`src/rtl/ex_stage_param_if.sv`:
```
// Issue bundle, forwarding controls and EX/MEM register outputs of ex_stage_param.
// master drives the bundle (issue side), slave is the execute stage.
interface ex_stage_param_if #(
  parameter int DATA_W  = 32,
  parameter int RA_W    = 3,
  parameter int NUM_FWD = 3
);
  localparam int SEL_W = $clog2(NUM_FWD + 1);

  logic                      in_valid;
  logic                      in_ready;
  logic [2:0]                alu_op;
  logic                      alu_src_b;
  logic                      alu_reg_write;
  logic [RA_W-1:0]           alu_rd;
  logic [DATA_W-1:0]         alu_rn_val;
  logic [DATA_W-1:0]         alu_rm_val;
  logic [DATA_W-1:0]         alu_imm;
  logic                      mem_read;
  logic                      mem_write;
  logic                      mem_reg_write;
  logic [RA_W-1:0]           mem_rd;
  logic [DATA_W-1:0]         mem_rn_val;
  logic [DATA_W-1:0]         mem_rd_val;
  logic [DATA_W-1:0]         mem_imm;
  logic [NUM_FWD*DATA_W-1:0] fwd_data;
  logic [SEL_W-1:0]          fwd_alu_rn_sel;
  logic [SEL_W-1:0]          fwd_alu_rm_sel;
  logic [SEL_W-1:0]          fwd_mem_rn_sel;
  logic [SEL_W-1:0]          fwd_mem_rd_sel;
  logic                      out_stall;
  logic                      flush;

  logic                      p3_valid;
  logic                      p3_alu_reg_write;
  logic [RA_W-1:0]           p3_alu_rd;
  logic [DATA_W-1:0]         p3_alu_out;
  logic [3:0]                p3_flags;
  logic                      p3_mem_read;
  logic                      p3_mem_write;
  logic                      p3_mem_reg_write;
  logic [RA_W-1:0]           p3_mem_rd;
  logic [DATA_W-1:0]         p3_mem_addr;
  logic [DATA_W-1:0]         p3_mem_wdata;

  modport master (
    output in_valid, alu_op, alu_src_b, alu_reg_write, alu_rd,
           alu_rn_val, alu_rm_val, alu_imm,
           mem_read, mem_write, mem_reg_write, mem_rd,
           mem_rn_val, mem_rd_val, mem_imm,
           fwd_data, fwd_alu_rn_sel, fwd_alu_rm_sel, fwd_mem_rn_sel, fwd_mem_rd_sel,
           out_stall, flush,
    input  in_ready, p3_valid, p3_alu_reg_write, p3_alu_rd, p3_alu_out, p3_flags,
           p3_mem_read, p3_mem_write, p3_mem_reg_write, p3_mem_rd,
           p3_mem_addr, p3_mem_wdata
  );

  modport slave (
    input  in_valid, alu_op, alu_src_b, alu_reg_write, alu_rd,
           alu_rn_val, alu_rm_val, alu_imm,
           mem_read, mem_write, mem_reg_write, mem_rd,
           mem_rn_val, mem_rd_val, mem_imm,
           fwd_data, fwd_alu_rn_sel, fwd_alu_rm_sel, fwd_mem_rn_sel, fwd_mem_rd_sel,
           out_stall, flush,
    output in_ready, p3_valid, p3_alu_reg_write, p3_alu_rd, p3_alu_out, p3_flags,
           p3_mem_read, p3_mem_write, p3_mem_reg_write, p3_mem_rd,
           p3_mem_addr, p3_mem_wdata
  );
endinterface

```
`src/rtl/ex_stage_param.sv`:
```
// Dual-slot (ALU + MEM) execute stage with operand forwarding and an EX/MEM output register.
// Define VLIW_EX_MUL_EN for the multi-cycle shift-add MUL; otherwise opcode 111 yields 0 in one cycle.
//
// state | meaning
// IDLE  | accepting bundles; single-cycle ops complete from here
// BUSY  | shift-add MUL in progress, one step per cycle
// DONE  | MUL product ready, waiting for downstream to take it
module ex_stage_param #(
  parameter int DATA_W  = 32,
  parameter int RA_W    = 3,
  parameter int NUM_FWD = 3
) (
  input logic             clk,
  input logic             reset,
  ex_stage_param_if.slave bus
);
  localparam int SEL_W = $clog2(NUM_FWD + 1);
  localparam int SH_W  = $clog2(DATA_W);
  localparam int M     = DATA_W - 1;

  typedef enum logic [1:0] {IDLE, BUSY, DONE} state_e;

  // Selector values above NUM_FWD fall through to the register value.
  function automatic logic [DATA_W-1:0] resolve(
    input logic [SEL_W-1:0]          sel,
    input logic [DATA_W-1:0]         reg_val,
    input logic [NUM_FWD*DATA_W-1:0] fwd
  );
    logic [DATA_W-1:0] r;
    r = reg_val;
    for (int k = 0; k < NUM_FWD; k++) begin
      if (int'(sel) == k + 1) r = fwd[k*DATA_W +: DATA_W];
    end
    return r;
  endfunction

  logic              p3_valid_q, p3_alu_reg_write_q;
  logic              p3_mem_read_q, p3_mem_write_q, p3_mem_reg_write_q;
  logic [RA_W-1:0]   p3_alu_rd_q, p3_mem_rd_q;
  logic [DATA_W-1:0] p3_alu_out_q, p3_mem_addr_q, p3_mem_wdata_q;
  logic [3:0]        p3_flags_q;

  logic [DATA_W-1:0] op_a, rm_val, op_b, mem_base;
  logic [DATA_W-1:0] alu_res_d, mem_addr_d, mem_wdata_d;
  logic [DATA_W:0]   sum_x, diff_x;
  logic              c_d, v_d;
  logic [3:0]        flags_d;
  logic              accept;
  state_e            state_q;

  always_comb begin
    op_a        = resolve(bus.fwd_alu_rn_sel, bus.alu_rn_val, bus.fwd_data);
    rm_val      = resolve(bus.fwd_alu_rm_sel, bus.alu_rm_val, bus.fwd_data);
    op_b        = bus.alu_src_b ? bus.alu_imm : rm_val;
    mem_base    = resolve(bus.fwd_mem_rn_sel, bus.mem_rn_val, bus.fwd_data);
    mem_wdata_d = resolve(bus.fwd_mem_rd_sel, bus.mem_rd_val, bus.fwd_data);
    mem_addr_d  = mem_base + bus.mem_imm;
    sum_x       = {1'b0, op_a} + {1'b0, op_b};
    diff_x      = {1'b0, op_a} - {1'b0, op_b};
    alu_res_d   = '0;
    c_d         = 1'b0;
    v_d         = 1'b0;
    case (bus.alu_op)
      3'b000: begin
        alu_res_d = sum_x[M:0];
        c_d       = sum_x[DATA_W];
        v_d       = (op_a[M] == op_b[M]) && (sum_x[M] != op_a[M]);
      end
      3'b001: begin
        alu_res_d = diff_x[M:0];
        c_d       = ~diff_x[DATA_W];
        v_d       = (op_a[M] != op_b[M]) && (diff_x[M] != op_a[M]);
      end
      3'b010:  alu_res_d = op_a & op_b;
      3'b011:  alu_res_d = op_a | op_b;
      3'b100:  alu_res_d = op_a ^ op_b;
      3'b101:  alu_res_d = op_a << op_b[SH_W-1:0];
      3'b110:  alu_res_d = op_a >> op_b[SH_W-1:0];
      default: alu_res_d = '0;  // MUL: sequenced below, or stubbed to zero
    endcase
    flags_d = {alu_res_d == '0, alu_res_d[M], c_d, v_d};
  end

  assign bus.in_ready = ~bus.out_stall & (state_q == IDLE);
  assign accept       = bus.in_valid & bus.in_ready & ~bus.flush;

`ifdef VLIW_EX_MUL_EN
  localparam int CNT_W = $clog2(DATA_W);

  logic [CNT_W-1:0]  step_cnt_q;
  logic [DATA_W-1:0] mcand_q, mplier_q, prod_q;
  logic              hold_alu_reg_write_q, hold_mem_read_q, hold_mem_write_q, hold_mem_reg_write_q;
  logic [RA_W-1:0]   hold_alu_rd_q, hold_mem_rd_q;
  logic [DATA_W-1:0] hold_mem_addr_q, hold_mem_wdata_q;
  logic              is_mul;

  assign is_mul = (bus.alu_op == 3'b111);
`else
  assign state_q = IDLE;
`endif

  always_ff @(posedge clk or negedge reset) begin
    if (!reset) begin
      p3_valid_q         <= 1'b0;
      p3_alu_reg_write_q <= 1'b0;
      p3_alu_rd_q        <= '0;
      p3_alu_out_q       <= '0;
      p3_flags_q         <= '0;
      p3_mem_read_q      <= 1'b0;
      p3_mem_write_q     <= 1'b0;
      p3_mem_reg_write_q <= 1'b0;
      p3_mem_rd_q        <= '0;
      p3_mem_addr_q      <= '0;
      p3_mem_wdata_q     <= '0;
`ifdef VLIW_EX_MUL_EN
      state_q              <= IDLE;
      step_cnt_q           <= '0;
      mcand_q              <= '0;
      mplier_q             <= '0;
      prod_q               <= '0;
      hold_alu_reg_write_q <= 1'b0;
      hold_alu_rd_q        <= '0;
      hold_mem_read_q      <= 1'b0;
      hold_mem_write_q     <= 1'b0;
      hold_mem_reg_write_q <= 1'b0;
      hold_mem_rd_q        <= '0;
      hold_mem_addr_q      <= '0;
      hold_mem_wdata_q     <= '0;
`endif
    end else if (bus.flush) begin
      p3_valid_q <= 1'b0;
`ifdef VLIW_EX_MUL_EN
      state_q <= IDLE;
`endif
    end else begin
`ifdef VLIW_EX_MUL_EN
      if (state_q == BUSY) begin
        // Stepping continues under out_stall; only DONE waits for downstream.
        if (mplier_q[0]) prod_q <= prod_q + mcand_q;
        mcand_q  <= mcand_q << 1;
        mplier_q <= mplier_q >> 1;
        if (step_cnt_q == '0) state_q <= DONE;
        else                  step_cnt_q <= step_cnt_q - CNT_W'(1);
        if (!bus.out_stall) p3_valid_q <= 1'b0;
      end else if (state_q == DONE) begin
        if (!bus.out_stall) begin
          p3_valid_q         <= 1'b1;
          p3_alu_out_q       <= prod_q;
          p3_flags_q         <= {prod_q == '0, prod_q[M], 2'b00};
          p3_alu_reg_write_q <= hold_alu_reg_write_q;
          p3_alu_rd_q        <= hold_alu_rd_q;
          p3_mem_read_q      <= hold_mem_read_q;
          p3_mem_write_q     <= hold_mem_write_q;
          p3_mem_reg_write_q <= hold_mem_reg_write_q;
          p3_mem_rd_q        <= hold_mem_rd_q;
          p3_mem_addr_q      <= hold_mem_addr_q;
          p3_mem_wdata_q     <= hold_mem_wdata_q;
          state_q            <= IDLE;
        end
      end else if (accept && is_mul) begin
        state_q              <= BUSY;
        step_cnt_q           <= CNT_W'(DATA_W - 1);
        mcand_q              <= op_a;
        mplier_q             <= op_b;
        prod_q               <= '0;
        hold_alu_reg_write_q <= bus.alu_reg_write;
        hold_alu_rd_q        <= bus.alu_rd;
        hold_mem_read_q      <= bus.mem_read;
        hold_mem_write_q     <= bus.mem_write;
        hold_mem_reg_write_q <= bus.mem_reg_write;
        hold_mem_rd_q        <= bus.mem_rd;
        hold_mem_addr_q      <= mem_addr_d;
        hold_mem_wdata_q     <= mem_wdata_d;
        p3_valid_q           <= 1'b0;
      end else
`endif
      if (accept) begin
        p3_valid_q         <= 1'b1;
        p3_alu_out_q       <= alu_res_d;
        p3_flags_q         <= flags_d;
        p3_alu_reg_write_q <= bus.alu_reg_write;
        p3_alu_rd_q        <= bus.alu_rd;
        p3_mem_read_q      <= bus.mem_read;
        p3_mem_write_q     <= bus.mem_write;
        p3_mem_reg_write_q <= bus.mem_reg_write;
        p3_mem_rd_q        <= bus.mem_rd;
        p3_mem_addr_q      <= mem_addr_d;
        p3_mem_wdata_q     <= mem_wdata_d;
      end else if (!bus.out_stall) begin
        p3_valid_q <= 1'b0;
      end
    end
  end

  assign bus.p3_valid         = p3_valid_q;
  assign bus.p3_alu_reg_write = p3_alu_reg_write_q;
  assign bus.p3_alu_rd        = p3_alu_rd_q;
  assign bus.p3_alu_out       = p3_alu_out_q;
  assign bus.p3_flags         = p3_flags_q;
  assign bus.p3_mem_read      = p3_mem_read_q;
  assign bus.p3_mem_write     = p3_mem_write_q;
  assign bus.p3_mem_reg_write = p3_mem_reg_write_q;
  assign bus.p3_mem_rd        = p3_mem_rd_q;
  assign bus.p3_mem_addr      = p3_mem_addr_q;
  assign bus.p3_mem_wdata     = p3_mem_wdata_q;
endmodule

```
`src/flat_wrapper.sv`:
```
// flat-port wrapper written by rule: the top's interface ports become plain ports
module ex_stage_param_flat 
#(
  parameter int DATA_W  = 32,
  parameter int RA_W    = 3,
  parameter int NUM_FWD = 3
)
  (clk, reset, bus_in_valid, bus_alu_op, bus_alu_src_b, bus_alu_reg_write, bus_alu_rd, bus_alu_rn_val, bus_alu_rm_val, bus_alu_imm, bus_mem_read, bus_mem_write, bus_mem_reg_write, bus_mem_rd, bus_mem_rn_val, bus_mem_rd_val, bus_mem_imm, bus_fwd_data, bus_fwd_alu_rn_sel, bus_fwd_alu_rm_sel, bus_fwd_mem_rn_sel, bus_fwd_mem_rd_sel, bus_out_stall, bus_flush, bus_in_ready, bus_p3_valid, bus_p3_alu_reg_write, bus_p3_alu_rd, bus_p3_alu_out, bus_p3_flags, bus_p3_mem_read, bus_p3_mem_write, bus_p3_mem_reg_write, bus_p3_mem_rd, bus_p3_mem_addr, bus_p3_mem_wdata);
  ex_stage_param_if #(.DATA_W(DATA_W), .RA_W(RA_W), .NUM_FWD(NUM_FWD)) bus_i ();
  input logic clk;
  input logic reset;
  input wire logic [$bits(bus_i.in_valid)-1:0] bus_in_valid;
  input wire logic [$bits(bus_i.alu_op)-1:0] bus_alu_op;
  input wire logic [$bits(bus_i.alu_src_b)-1:0] bus_alu_src_b;
  input wire logic [$bits(bus_i.alu_reg_write)-1:0] bus_alu_reg_write;
  input wire logic [$bits(bus_i.alu_rd)-1:0] bus_alu_rd;
  input wire logic [$bits(bus_i.alu_rn_val)-1:0] bus_alu_rn_val;
  input wire logic [$bits(bus_i.alu_rm_val)-1:0] bus_alu_rm_val;
  input wire logic [$bits(bus_i.alu_imm)-1:0] bus_alu_imm;
  input wire logic [$bits(bus_i.mem_read)-1:0] bus_mem_read;
  input wire logic [$bits(bus_i.mem_write)-1:0] bus_mem_write;
  input wire logic [$bits(bus_i.mem_reg_write)-1:0] bus_mem_reg_write;
  input wire logic [$bits(bus_i.mem_rd)-1:0] bus_mem_rd;
  input wire logic [$bits(bus_i.mem_rn_val)-1:0] bus_mem_rn_val;
  input wire logic [$bits(bus_i.mem_rd_val)-1:0] bus_mem_rd_val;
  input wire logic [$bits(bus_i.mem_imm)-1:0] bus_mem_imm;
  input wire logic [$bits(bus_i.fwd_data)-1:0] bus_fwd_data;
  input wire logic [$bits(bus_i.fwd_alu_rn_sel)-1:0] bus_fwd_alu_rn_sel;
  input wire logic [$bits(bus_i.fwd_alu_rm_sel)-1:0] bus_fwd_alu_rm_sel;
  input wire logic [$bits(bus_i.fwd_mem_rn_sel)-1:0] bus_fwd_mem_rn_sel;
  input wire logic [$bits(bus_i.fwd_mem_rd_sel)-1:0] bus_fwd_mem_rd_sel;
  input wire logic [$bits(bus_i.out_stall)-1:0] bus_out_stall;
  input wire logic [$bits(bus_i.flush)-1:0] bus_flush;
  output wire logic [$bits(bus_i.in_ready)-1:0] bus_in_ready;
  output wire logic [$bits(bus_i.p3_valid)-1:0] bus_p3_valid;
  output wire logic [$bits(bus_i.p3_alu_reg_write)-1:0] bus_p3_alu_reg_write;
  output wire logic [$bits(bus_i.p3_alu_rd)-1:0] bus_p3_alu_rd;
  output wire logic [$bits(bus_i.p3_alu_out)-1:0] bus_p3_alu_out;
  output wire logic [$bits(bus_i.p3_flags)-1:0] bus_p3_flags;
  output wire logic [$bits(bus_i.p3_mem_read)-1:0] bus_p3_mem_read;
  output wire logic [$bits(bus_i.p3_mem_write)-1:0] bus_p3_mem_write;
  output wire logic [$bits(bus_i.p3_mem_reg_write)-1:0] bus_p3_mem_reg_write;
  output wire logic [$bits(bus_i.p3_mem_rd)-1:0] bus_p3_mem_rd;
  output wire logic [$bits(bus_i.p3_mem_addr)-1:0] bus_p3_mem_addr;
  output wire logic [$bits(bus_i.p3_mem_wdata)-1:0] bus_p3_mem_wdata;
  assign bus_i.in_valid = bus_in_valid;
  assign bus_i.alu_op = bus_alu_op;
  assign bus_i.alu_src_b = bus_alu_src_b;
  assign bus_i.alu_reg_write = bus_alu_reg_write;
  assign bus_i.alu_rd = bus_alu_rd;
  assign bus_i.alu_rn_val = bus_alu_rn_val;
  assign bus_i.alu_rm_val = bus_alu_rm_val;
  assign bus_i.alu_imm = bus_alu_imm;
  assign bus_i.mem_read = bus_mem_read;
  assign bus_i.mem_write = bus_mem_write;
  assign bus_i.mem_reg_write = bus_mem_reg_write;
  assign bus_i.mem_rd = bus_mem_rd;
  assign bus_i.mem_rn_val = bus_mem_rn_val;
  assign bus_i.mem_rd_val = bus_mem_rd_val;
  assign bus_i.mem_imm = bus_mem_imm;
  assign bus_i.fwd_data = bus_fwd_data;
  assign bus_i.fwd_alu_rn_sel = bus_fwd_alu_rn_sel;
  assign bus_i.fwd_alu_rm_sel = bus_fwd_alu_rm_sel;
  assign bus_i.fwd_mem_rn_sel = bus_fwd_mem_rn_sel;
  assign bus_i.fwd_mem_rd_sel = bus_fwd_mem_rd_sel;
  assign bus_i.out_stall = bus_out_stall;
  assign bus_i.flush = bus_flush;
  assign bus_in_ready = bus_i.in_ready;
  assign bus_p3_valid = bus_i.p3_valid;
  assign bus_p3_alu_reg_write = bus_i.p3_alu_reg_write;
  assign bus_p3_alu_rd = bus_i.p3_alu_rd;
  assign bus_p3_alu_out = bus_i.p3_alu_out;
  assign bus_p3_flags = bus_i.p3_flags;
  assign bus_p3_mem_read = bus_i.p3_mem_read;
  assign bus_p3_mem_write = bus_i.p3_mem_write;
  assign bus_p3_mem_reg_write = bus_i.p3_mem_reg_write;
  assign bus_p3_mem_rd = bus_i.p3_mem_rd;
  assign bus_p3_mem_addr = bus_i.p3_mem_addr;
  assign bus_p3_mem_wdata = bus_i.p3_mem_wdata;
  ex_stage_param #(.DATA_W(DATA_W), .RA_W(RA_W), .NUM_FWD(NUM_FWD)) u_core (.clk(clk), .reset(reset), .bus(bus_i));
endmodule
```
`config.mk`:
```
export PLATFORM = sky130hd
export DESIGN_NAME = ex_stage_param_flat
export DESIGN_NICKNAME = d
export VERILOG_FILES = /design/src/rtl/ex_stage_param_if.sv /design/src/rtl/ex_stage_param.sv /design/src/flat_wrapper.sv
export SDC_FILE = /design/constraint.sdc
export NUM_CORES = 1
export LEC_CHECK = 0
export CAP_MARGIN = 0
export CORE_ASPECT_RATIO = 2
export CORE_UTILIZATION = 45
export CTS_BUF_LIST = sky130_fd_sc_hd__clkbuf_8
export CTS_CLUSTER_SIZE = 10
export DETAILED_ROUTE_END_ITERATION = 8
export PLACE_DENSITY = 0.82
export SETUP_SLACK_MARGIN = 0.1
export SYNTH_ARGS = -nofsm -noshare
export SYNTH_HDL_FRONTEND = slang
export SYNTH_SLANG_ARGS = --single-unit
```
`constraint.sdc`:
```
create_clock -name clk -period 0.87 [get_ports clk]
set_input_delay 0.174 -clock clk [delete_from_list [all_inputs] [get_ports clk]]
set_output_delay 0.174 -clock clk [all_outputs]
set_load 0.02 [all_outputs]
```
==> results of run 1 <==
-- cells by family after synthesis --
group	Yosys count	share of synthesized area, %
adder cells (fa/ha/maj)	140	10.2
buffers and inverters	259	5.82
AND/OR/NAND/NOR	731	18.3
flip-flops	110	15.9
multiplexers	224	22.5
AO/OA/AOI/OAI	650	25.1
XOR/XNOR	46	2.32
-- layer usage --
metal	GRT usage (%)	GRT overflow
met1	71.9	2
met2	98.6	303
met5	2.05	0
met4	87.1	177
met3	50.2	5
-- stage by stage --
step,setup WS [ns],hold WS [ns],cells
CTS,-3.54,0.0521,3873
detailed placement,-4.55,0.0421,3775
global placement,-4.52,0.0390,3775
floorplan,-3.85,-0.122,2160
-- cell usage after synthesis, types with 18 or more instances --
cell type	n	share of area, %
nor3_1	46	1.3
a211oi_1	38	1.6
xnor2_1	29	1.5
ha_1	138	9.9
a22oi_1	22	0.95
buf_1	24	0.52
a21oi_1	143	4.1
nor2_1	171	3.7
inv_1	96	2.1
o22ai_1	27	0.97
o21ai_0	151	4.4
o211ai_1	33	1.4
mux2_2	43	2.8
o21a_1	18	0.78
clkbuf_1	117	2.5
nor2b_1	21	0.76
mux4_2	127	16
a31oi_1	21	0.76
mux2i_1	53	3.1
a21o_1	32	1.4
dfrtp_1	110	16
nand3_1	38	1.1
nand2_1	357	7.7
-- repair_timing --
action / 4_1_cts
gates resized for setup: 492
pin swaps: 169
cloned: 1
buffers inserted: 93
hold endpoints to repair: 110
setup endpoints to repair: 222
hold buffers: 1
==> metrics.csv, run 1 <==
stage,metric,value,unit
clocking,htree_levels,3,
grt,grt_pass1_vias,31300,
synth,ys_seq_area_share,15.9,%
outcome,error_message,[ERROR GRT-0116] Global routing finished with congestion. Check the congestion regions in the DRC Viewer.,
clocking,numCtsBuffers,9,
outcome,haltStage,global routing (5_1_grt),
synth,synth_cells,2160,
placed_design,placed_area,28400,um^2
floorplan,io_pins,427,
floorplan,rows,101,
grt,grt_max_degree,79,
synth,netlist_area,17400,um^2
synth,syn_area_per_cell,8.04,um^2
synth,ys_seq_elements,110,
clocking,cts.sinks,110,
clocking,root_buffer,clkbuf_8,
floorplan,die_h,280,um
floorplan,die_x,141,um
outcome,status,stopped before the end,
synth,synth_ff_type,dfrtp_1,
synth,synth_fp_nets,2615,
grt,grt_first_pass_wirelength,216,mm
placed_design,portBuffers,426,
placed_design,hpwl,89.4,mm
grt,grt_usage,74.9,%
synth,synth_edf_count,0,
synth,synthArstFlopShare,100,%
synth,yosys_warnings,0,
floorplan,initial_utilization,45.6,%
clocking,cts.path.max_buffers,2,
placed_design,gp_congestion,1.15,
grt,overflow,487,
synth,synth_cell_types,82,
==> inputs of run 2 (changes only) <==
- CORE_ASPECT_RATIO: 2 -> default
- CORE_UTILIZATION: 45 -> 30
- CTS_BUF_LIST: sky130_fd_sc_hd__clkbuf_8 -> default
- CTS_CLUSTER_SIZE: 10 -> default
- PLACE_DENSITY: 0.82 -> default
- PLACE_DENSITY_LB_ADDON: default -> 0.15
- SETUP_SLACK_MARGIN: 0.1 -> default
==> run 2 against run 1 <==
  * Synthesized cell count stayed put
  * Area after synthesis stayed put
  * The flow now finishes, with violations (setup timing)
==> metrics.csv, run 2 <==
stage,metric,value,unit,change
drt,route.detailed.drc,0,,
floorplan,die_h,243,um,was 280 um
timing,post-route-worst-setup-slack,-3.54,ns,
worst_setup_path,reg2reg_depth,2,,
cells_and_area,area_delta_synth_final,97.2,%,
floorplan,rows,87,,was 101
outcome,status,"complete, but fails checks",,was stopped before the end
synth,synth_cells,2160,,unchanged
grt,grt_usage,37.1,%,
drt,wl_met3,7.09,mm,
worst_setup_path,reg2reg_slack,-0.04,ns,
synth,ys_seq_area_share,15.9,%,unchanged
drt,vias_per_cell,5.67,,
timing,fin_crit,4.41,ns,
timing,slew_viol_final,0,,
synth,synth_top_family_by_area,compound AO/OA/AOI/OAI gates,,unchanged
floorplan,core-area,56800,um^2,
synth,yosysTopAreaCell,mux4_2,,unchanged
clocking,cts.path.max_buffers,2,,unchanged
drt,wl_met1,45.5,mm,
synth,synthArstFlopShare,100,%,unchanged
floorplan,io_pins,427,,unchanged
worst_setup_path,r2r-end,u_core.bus.p3_alu_out[26]$_DFFE_PN0P_,,
clocking,cts_tree,built,,
drt,routed.top_layer,met4,,
cells_and_area,final_util,60.2,%,
synth,ys_top_cells_by_count,"nand2_1, nor2_1, o21ai_0, a21oi_1, ha_1",,unchanged
hold_path,hold_path_class,in2reg,,
floorplan,dieArea,58800,um^2,
floorplan,die_x,243,um,was 141 um
synth,synth_ff_type,dfrtp_1,,unchanged
clocking,htree_levels,3,,unchanged
power_and_ir_drop,ir_drop,1.27,mV,
grt,grt_first_pass_wirelength,162,mm,
worst_setup_path,worstPathMaxFanout,8,,
clocking,numCtsBuffers,9,,unchanged
synth,ys_seq_elements,110,,unchanged
floorplan,initial_utilization,30.5,%,was 45.6%
timing,rsz0062_at_grt,true,,
hold_path,hp-start,bus_out_stall,,
synth,netlist_area,17400,um^2,unchanged
job,drv_cap,0,,
placed_design,pre_cts_slack,-4.83,ns,was -4.55 ns
timing,fin_crit_sh,507,%,
cells_and_area,regArea,2750,um^2,
placed_design,portBuffers,426,,unchanged
clocking,root_buffer,clkbuf_16,,was clkbuf_8
synth,yosysMostFrequentCell,nand2_1,,unchanged
worst_setup_path,reg2reg_from,u_core.bus.p3_alu_out[26]$_DFFE_PN0P_,,
synth,synth_edf_count,0,,unchanged
drt,vias,24100,,
timing,finalClockSkew,0,ns,
synth,synth_cell_types,82,,unchanged
timing,relSlewSlack,40.0,%,
synth,yosys-top-cells-area,"mux4_2, dfrtp_1, ha_1",,unchanged
drt,drtIter0Drc,2023,,
timing,setup-violations-final,220,,
worst_setup_path,cp_data_required_time,1.18,ns,
timing,hold_slack,0.0715,ns,
worst_setup_path,end_kind,flop,,
timing,hold_viol_final,0,,
cells_and_area,final_nets,3951,,
synth,synth_fp_nets,2615,,unchanged
clocking,cts.sinks,110,,unchanged
synth,synth-simple-area-share,18.3,%,unchanged
placed_design,hpwl,88.9,mm,was 89.4 mm
worst_setup_path,crit_type,in2reg,,
cells_and_area,final_common_cell,buf_4,,
clocking,worstSkewPairLatency,0.39,ns,
synth,synthAdderAreaFrac,10.2,%,unchanged
cells_and_area,n_fill_cell,5070,,
synth,synth_xor_area_share,2.32,%,unchanged
cells_and_area,multi_input_comb_area,16000,um^2,
worst_setup_path,startpoint_type,input port,,
timing,worst_pin_slew,0.898,ns,
clocking,path_clk_slew,0.08,ns,
power_and_ir_drop,power_density,1460,nW/um^2,
placed_design,placedCellCount,4025,,was 3775
hold_path,hold-path-endpoint,u_core.bus.p3_valid$_DFFE_PN0P_,,
hold_path,min_path_cells,3,,
drt,route.met2.wl,54.7,mm,
drt,post_drt_wl_per_cell,26.6,um,
timing,fmax,0.227,GHz,
synth,yosys_warnings,0,,unchanged
drt,drt_first_pass_iters,5,,
cells_and_area,layout.cells.non_filler,4261,,
synth,syn_area_per_cell,8.04,um^2,unchanged
synth,synth_compound_area_share,25.1,%,unchanged
cells_and_area,drive_gt1_share,49.9,%,
grt,overflow,0,,
drt,antenna_left,0,,
worst_setup_path,crit_arrival,4.72,ns,
cells_and_area,final_cell_mix,"buf_4, nand2_1, clkdlybuf4s50_1",,
power_and_ir_drop,power_leakage,15.7,nW,
grt,antenna_found_initial,4,,
grt,grt_max_degree,55,,
outcome,violations,setup timing,,
synth,yosysTopAreaCellShare,16.5,%,unchanged
synth,muxShareOfSynthArea,22.5,%,unchanged
drt,routed_wl,113,mm,
placed_design,gp_congestion,1.05,,was 1.15
grt,grt_pass1_vias,24300,,
[run 2: cell counts after synthesis]
No cell type changed its count.
[run 2: logic make-up (layout without fill, tap and decap cells)]
| kind of cell | count (synthesis) | count (layout) |
|---|---|---|
| buf+inv | 259 | 1600 |
| xor+xnor | 46 | 46 |
| fa+ha+maj | 140 | 140 |
| other cells | 0 | 4 |
| simple gates | 731 | 731 |
| mux | 224 | 224 |
| flops | 110 | 110 |
| compound gates | 650 | 650 |
[run 2: worst max-delay path, cell delays in order]
cell and delay, ns:
buf_12 0.09, buf_12 0.14, buf_6 0.10, mux4_2 0.50, mux2_4 0.31, ha_4 0.29, buf_6 0.10, inv_2 0.03
a21oi_2 0.20, o31ai_4 0.10, a2111oi_4 0.44, o31ai_4 0.12, o21a_2 0.25, a221o_2 0.40, o41ai_4 0.30, o31a_1 0.25
o221ai_1 0.13, a21o_1 0.20, or3_1 0.36, o31ai_2 0.23
[run 2: timing repair]
item / CTS / global route
resized for setup: 1041 / 297
endpoints found under the hold margin: 110 / 0
endpoints found under the setup margin: 221 / 221
setup buffers: 161 / 115
hold buffers: 1 / 0
pin swaps: 186 / 163
gates cloned: 16 / 3
[run 2: layout make-up]
type,instances,share of cell area (%)
well taps,756,2.76
clock buffers,10,0.669
repair buffers,1484,40.3
flip-flops and latches,110,8.04
multi-input cells,1791,46.9
diodes,4,0.0292
inverters,100,1.20
clock inverters,6,0.183
[run 2: power breakdown]
group	internal (mW)	total [mW]	switching, mW
clock network	2.03	4.44	2.41
logic	19.6	38.4	18.8
registers	6.29	7.27	0.982
total	27.9	50.1	22.2
[run 2: per-stage QoR]
stage	setup TNS, ns	area (um^2)	power, mW
6_report	-203.92	34200	50.1
3_5_place_dp	-297.26	28900	37.5
3_3_place_gp	-295.43	28900	37.4
2_1_floorplan	-179.21	18100	20.7
5_1_grt	-213.79	34200	52.3
4_1_cts	-224.64	32600	46.7
[run 2: worst max-delay path by stage]
stage	start	end	depth (start not counted)	slack, ns
final	bus_fwd_alu_rm_sel[0]	u_core.bus.p3_flags[3]$_DFFE_PN0P_	20	-3.54
after global routing	bus_fwd_alu_rm_sel[0]	u_core.bus.p3_flags[3]$_DFFE_PN0P_	24	-3.68
after CTS	bus_fwd_alu_rm_sel[0]	u_core.bus.p3_flags[3]$_DFFE_PN0P_	20	-3.51
after detailed placement	bus_fwd_alu_rm_sel[0]	u_core.bus.p3_flags[3]$_DFFE_PN0P_	18	-4.83
after global placement	bus_fwd_alu_rm_sel[0]	u_core.bus.p3_flags[3]$_DFFE_PN0P_	18	-4.67
after floorplan	bus_fwd_alu_rm_sel[0]	u_core.bus.p3_flags[3]$_DFFE_PN0P_	23	-3.85
[run 2: metal layers]
layer	GRT usage (%)	vias up
met1	46.3	12000
li1	-	10800
met3	4.28	237
met2	63.6	1179
met4	17.3	0
met5	0	-
Note: power is estimated with default switching activity, not from simulation.
==> inputs of run 3 (changes only) <==
- MAX_ROUTING_LAYER: default -> met4
- SLEW_MARGIN: default -> 20
==> run 3 against run 2 <==
  * The flow still finishes with violations (setup timing)
  * Core utilization down 1.8 points
  * First-iteration DRC count down 20%
  * Global-route usage up 0.56 points
  * Fmax down 3.6%
  * Clock power about the same
  * Critical path depth down 4
  * Power down 3.2%
  * Clock-buffer cell count unchanged
  * Flip-flop and latch count unchanged
  * Combinational power down 4%
==> metrics.csv, run 3 (synthesis gave the netlist of run 2 again) <==
stage,metric,value,unit,change
outcome,status,"complete, but fails checks",,unchanged
outcome,violations,setup timing,,unchanged
timing,fmax,0.219,GHz,was 0.227 GHz
power_and_ir_drop,power_density,1460,nW/um^2,about the same
drt,routed_wl,112,mm,was 113 mm
clocking,root_buffer,clkbuf_16,,unchanged
power_and_ir_drop,internal_power,26.8,mW,was 27.9 mW
grt,grt_max_degree,48,,was 55
floorplan,dieArea,58800,um^2,unchanged
worst_setup_path,max_stage_delay,0.57,ns,was 0.50 ns
drt,antenna_left,0,,unchanged
hold_path,hp-start,bus_out_stall,,unchanged
worst_setup_path,crit_buf_inv,3,,was 5
timing,fin_setup_tns,-212.66,ns,was -203.92 ns
floorplan,core-area,56800,um^2,unchanged
timing,post-route-worst-setup-slack,-3.70,ns,was -3.54 ns
worst_setup_path,crit_type,in2reg,,unchanged
worst_setup_path,end_kind,flop,,unchanged
worst_setup_path,r2r-end,u_core.bus.p3_alu_out[28]$_DFFE_PN0P_,,was u_core.bus.p3_alu_out[26]$_DFFE_PN0P_
power_and_ir_drop,p_sw,21.7,mW,was 22.2 mW
placed_design,hpwl,89.2,mm,was 88.9 mm
worst_setup_path,cp_data_required_time,1.18,ns,about the same
floorplan,io_pins,427,,unchanged
grt,grt_pass1_vias,23700,,was 24300
timing,relSlewSlack,34.0,%,was 40.0%
drt,drtIter0Drc,1626,,was 2023
worst_setup_path,startpoint_type,input port,,unchanged
placed_design,pre_cts_slack,-5.12,ns,was -4.83 ns
cells_and_area,final_nets,3912,,was 3951
floorplan,rows,87,,unchanged
power_and_ir_drop,p_clk_share,9.1,%,was 8.9%
drt,post_drt_wl_per_cell,26.5,um,was 26.6 um
grt,grt_usage,37.6,%,was 37.1%
worst_setup_path,reg2reg_from,u_core.bus.p3_alu_out[28]$_DFFE_PN0P_,,was u_core.bus.p3_alu_out[26]$_DFFE_PN0P_
grt,antenna_found_initial,2,,was 4
drt,vias_per_cell,5.59,,was 5.67
power_and_ir_drop,sw_frac_of_total,44.8,%,was 44.3%
cells_and_area,drive_gt1_share,47.6,%,was 49.9%
clocking,cts_tree,built,,unchanged
grt,grt_first_pass_wirelength,159,mm,was 162 mm
worst_setup_path,worst_path_max_delay_cell,mux4_2,,unchanged
cells_and_area,area_delta_synth_final,91.2,%,was 97.2%
power_and_ir_drop,power_leakage,15.2,nW,was 15.7 nW
job,drv_cap,0,,unchanged
placed_design,gp_congestion,1.08,,was 1.05
power_and_ir_drop,combPwrFrac,76.0,%,was 76.6%
drt,vias,23600,,was 24100
grt,overflow,0,,unchanged
placed_design,portBuffers,426,,unchanged
floorplan,die_x,243,um,unchanged
clocking,path_clk_slew,0.08,ns,about the same
drt,drt_first_pass_iters,6,,was 5
hold_path,min_path_cells,3,,unchanged
timing,rsz0062_at_grt,true,,unchanged
worst_setup_path,critPathTopFamily,compound AO/OA/AOI/OAI gates,,unchanged
worst_setup_path,reg2reg_slack,-0.17,ns,was -0.04 ns
timing,slew_viol_final,0,,unchanged
clocking,worstSkewPairLatency,0.39,ns,about the same
clocking,cts.sinks,110,,unchanged
cells_and_area,final_common_cell,buf_4,,unchanged
hold_path,hold-path-endpoint,u_core.bus.p3_valid$_DFFE_PN0P_,,unchanged
clocking,numCtsBuffers,9,,unchanged
floorplan,die_h,243,um,unchanged
timing,fin_crit,4.57,ns,was 4.41 ns
timing,worst_pin_slew,0.978,ns,was 0.898 ns
worst_setup_path,crit_arrival,4.88,ns,was 4.72 ns
timing,hold_viol_final,0,,unchanged
drt,route.detailed.drc,0,,unchanged
worst_setup_path,cp_cell_sequence,clkdlybuf4s50_1 -> mux4_2 -> buf_4 -> ha_1 -> a21o_1 -> a221oi_2 -> mux2i_1 -> o21ai_2 -> a221o_1 -> a2111oi_4 -> o211a_1 -> or4bb_4 -> nor4_4 -> buf_4 -> nand4_1 -> o31ai_2,,was buf_12 -> buf_12 -> buf_6 -> mux4_2 -> mux2_4 -> ha_4 -> buf_6 -> inv_2 -> a21oi_2 -> o31ai_4 -> a2111oi_4 -> o31ai_4 -> o21a_2 -> a221o_2 -> o41ai_4 -> o31a_1 -> o221ai_1 -> a21o_1 -> or3_1 -> o31ai_2
power_and_ir_drop,ir_drop,1.19,mV,was 1.27 mV
timing,fin_crit_sh,525,%,was 507%
power_and_ir_drop,seqPwrFrac,14.9,%,was 14.5%
timing,finalClockSkew,0,ns,unchanged
worst_setup_path,cpMostUsedCell,buf_4,,
cells_and_area,final_cell_mix,"buf_4, nand2_1, clkdlybuf4s50_1",,unchanged
clocking,htree_levels,3,,unchanged
floorplan,initial_utilization,30.5,%,unchanged
worst_setup_path,worstPathMaxFanout,6,,was 8
worst_setup_path,reg2reg_depth,3,,was 2
timing,setup-violations-final,221,,was 220
clocking,cts.path.max_buffers,2,,unchanged
hold_path,hold_path_class,in2reg,,unchanged
[run 3: worst reg2reg max path: stages (launching register included)]
cell and delay, ns:
dfrtp_1 0.41, buf_4 0.14, buf_4 0.12, mux2_4 0.26
[run 3: per-stage QoR]
stage / cell area [um^2] / std cells / total power, mW / hold slack, ns / utilization [%]
final: 33200 / 4220 / 48.5 / 0.0224 / 58.4
after global routing: 33200 / 4220 / 50.6 / 0.0267 / 58.4
after CTS: 31500 / 4125 / 45.1 / 0.00274 / 55.4
after detailed placement: 28900 / 4018 / 37.6 / 0.119 / 50.8
after global placement: 28900 / 4018 / 37.4 / 0.120 / 50.8
after floorplan: 18100 / 2160 / 20.7 / -0.122 / -
[run 3: what timing repair did]
action,in CTS,in global routing
hold buffers,1,0
resized for setup,461,604
setup endpoints to repair,221,221
endpoints found under the hold margin,13,0
pin swaps,152,186
cloned,11,1
setup buffers,83,119
[run 3: power by group through the flow]
stage	clock, mW	combinational, mW	sequential [mW]
finish	4.41	36.9	7.21
global placement	0	30.3	7.08
floorplan	0	12.3	8.46
global route	4.65	38.7	7.32
CTS	4.49	33.6	7.03
detailed placement	0	30.5	7.12
[run 3: how the worst max path moves through the flow]
stage	slack (ns)	cells after the start	from	end
2_1_floorplan	-3.85	23	bus_fwd_alu_rm_sel[0]	u_core.bus.p3_flags[3]$_DFFE_PN0P_
5_1_grt	-3.75	20	bus_fwd_alu_rm_sel[0]	u_core.bus.p3_flags[3]$_DFFE_PN0P_
6_report	-3.70	16	bus_alu_rn_val[13]	u_core.bus.p3_flags[3]$_DFFE_PN0P_
4_1_cts	-3.64	20	bus_fwd_alu_rm_sel[0]	u_core.bus.p3_flags[3]$_DFFE_PN0P_
3_5_place_dp	-5.12	16	bus_fwd_data[48]	u_core.bus.p3_flags[3]$_DFFE_PN0P_
3_3_place_gp	-5.16	16	bus_fwd_data[48]	u_core.bus.p3_flags[3]$_DFFE_PN0P_
[run 3: final cells by class]
cell class | instances | area (um^2)
Timing Repair Buffer | 1445 | 13100
Tap cell | 756 | 946
Sequential cell | 110 | 2750
Antenna cell | 2 | 5.00
Clock inverter | 6 | 68.8
Clock buffer | 10 | 229
Fill cell | 5185 | 23600
Multi-Input combinational cell | 1791 | 15700
Inverter | 100 | 409
[run 3: layer usage]
metal	part of all wire, %	vias to the layer above	routed length [um]	global-route usage [%]
met5	0	-	0	-
met4	5.6	0	6260	16.6
met3	6.6	234	7390	6.35
met2	47	1029	52900	61.9
met1	40	11600	45100	45.0
li1	-	10700	-	-
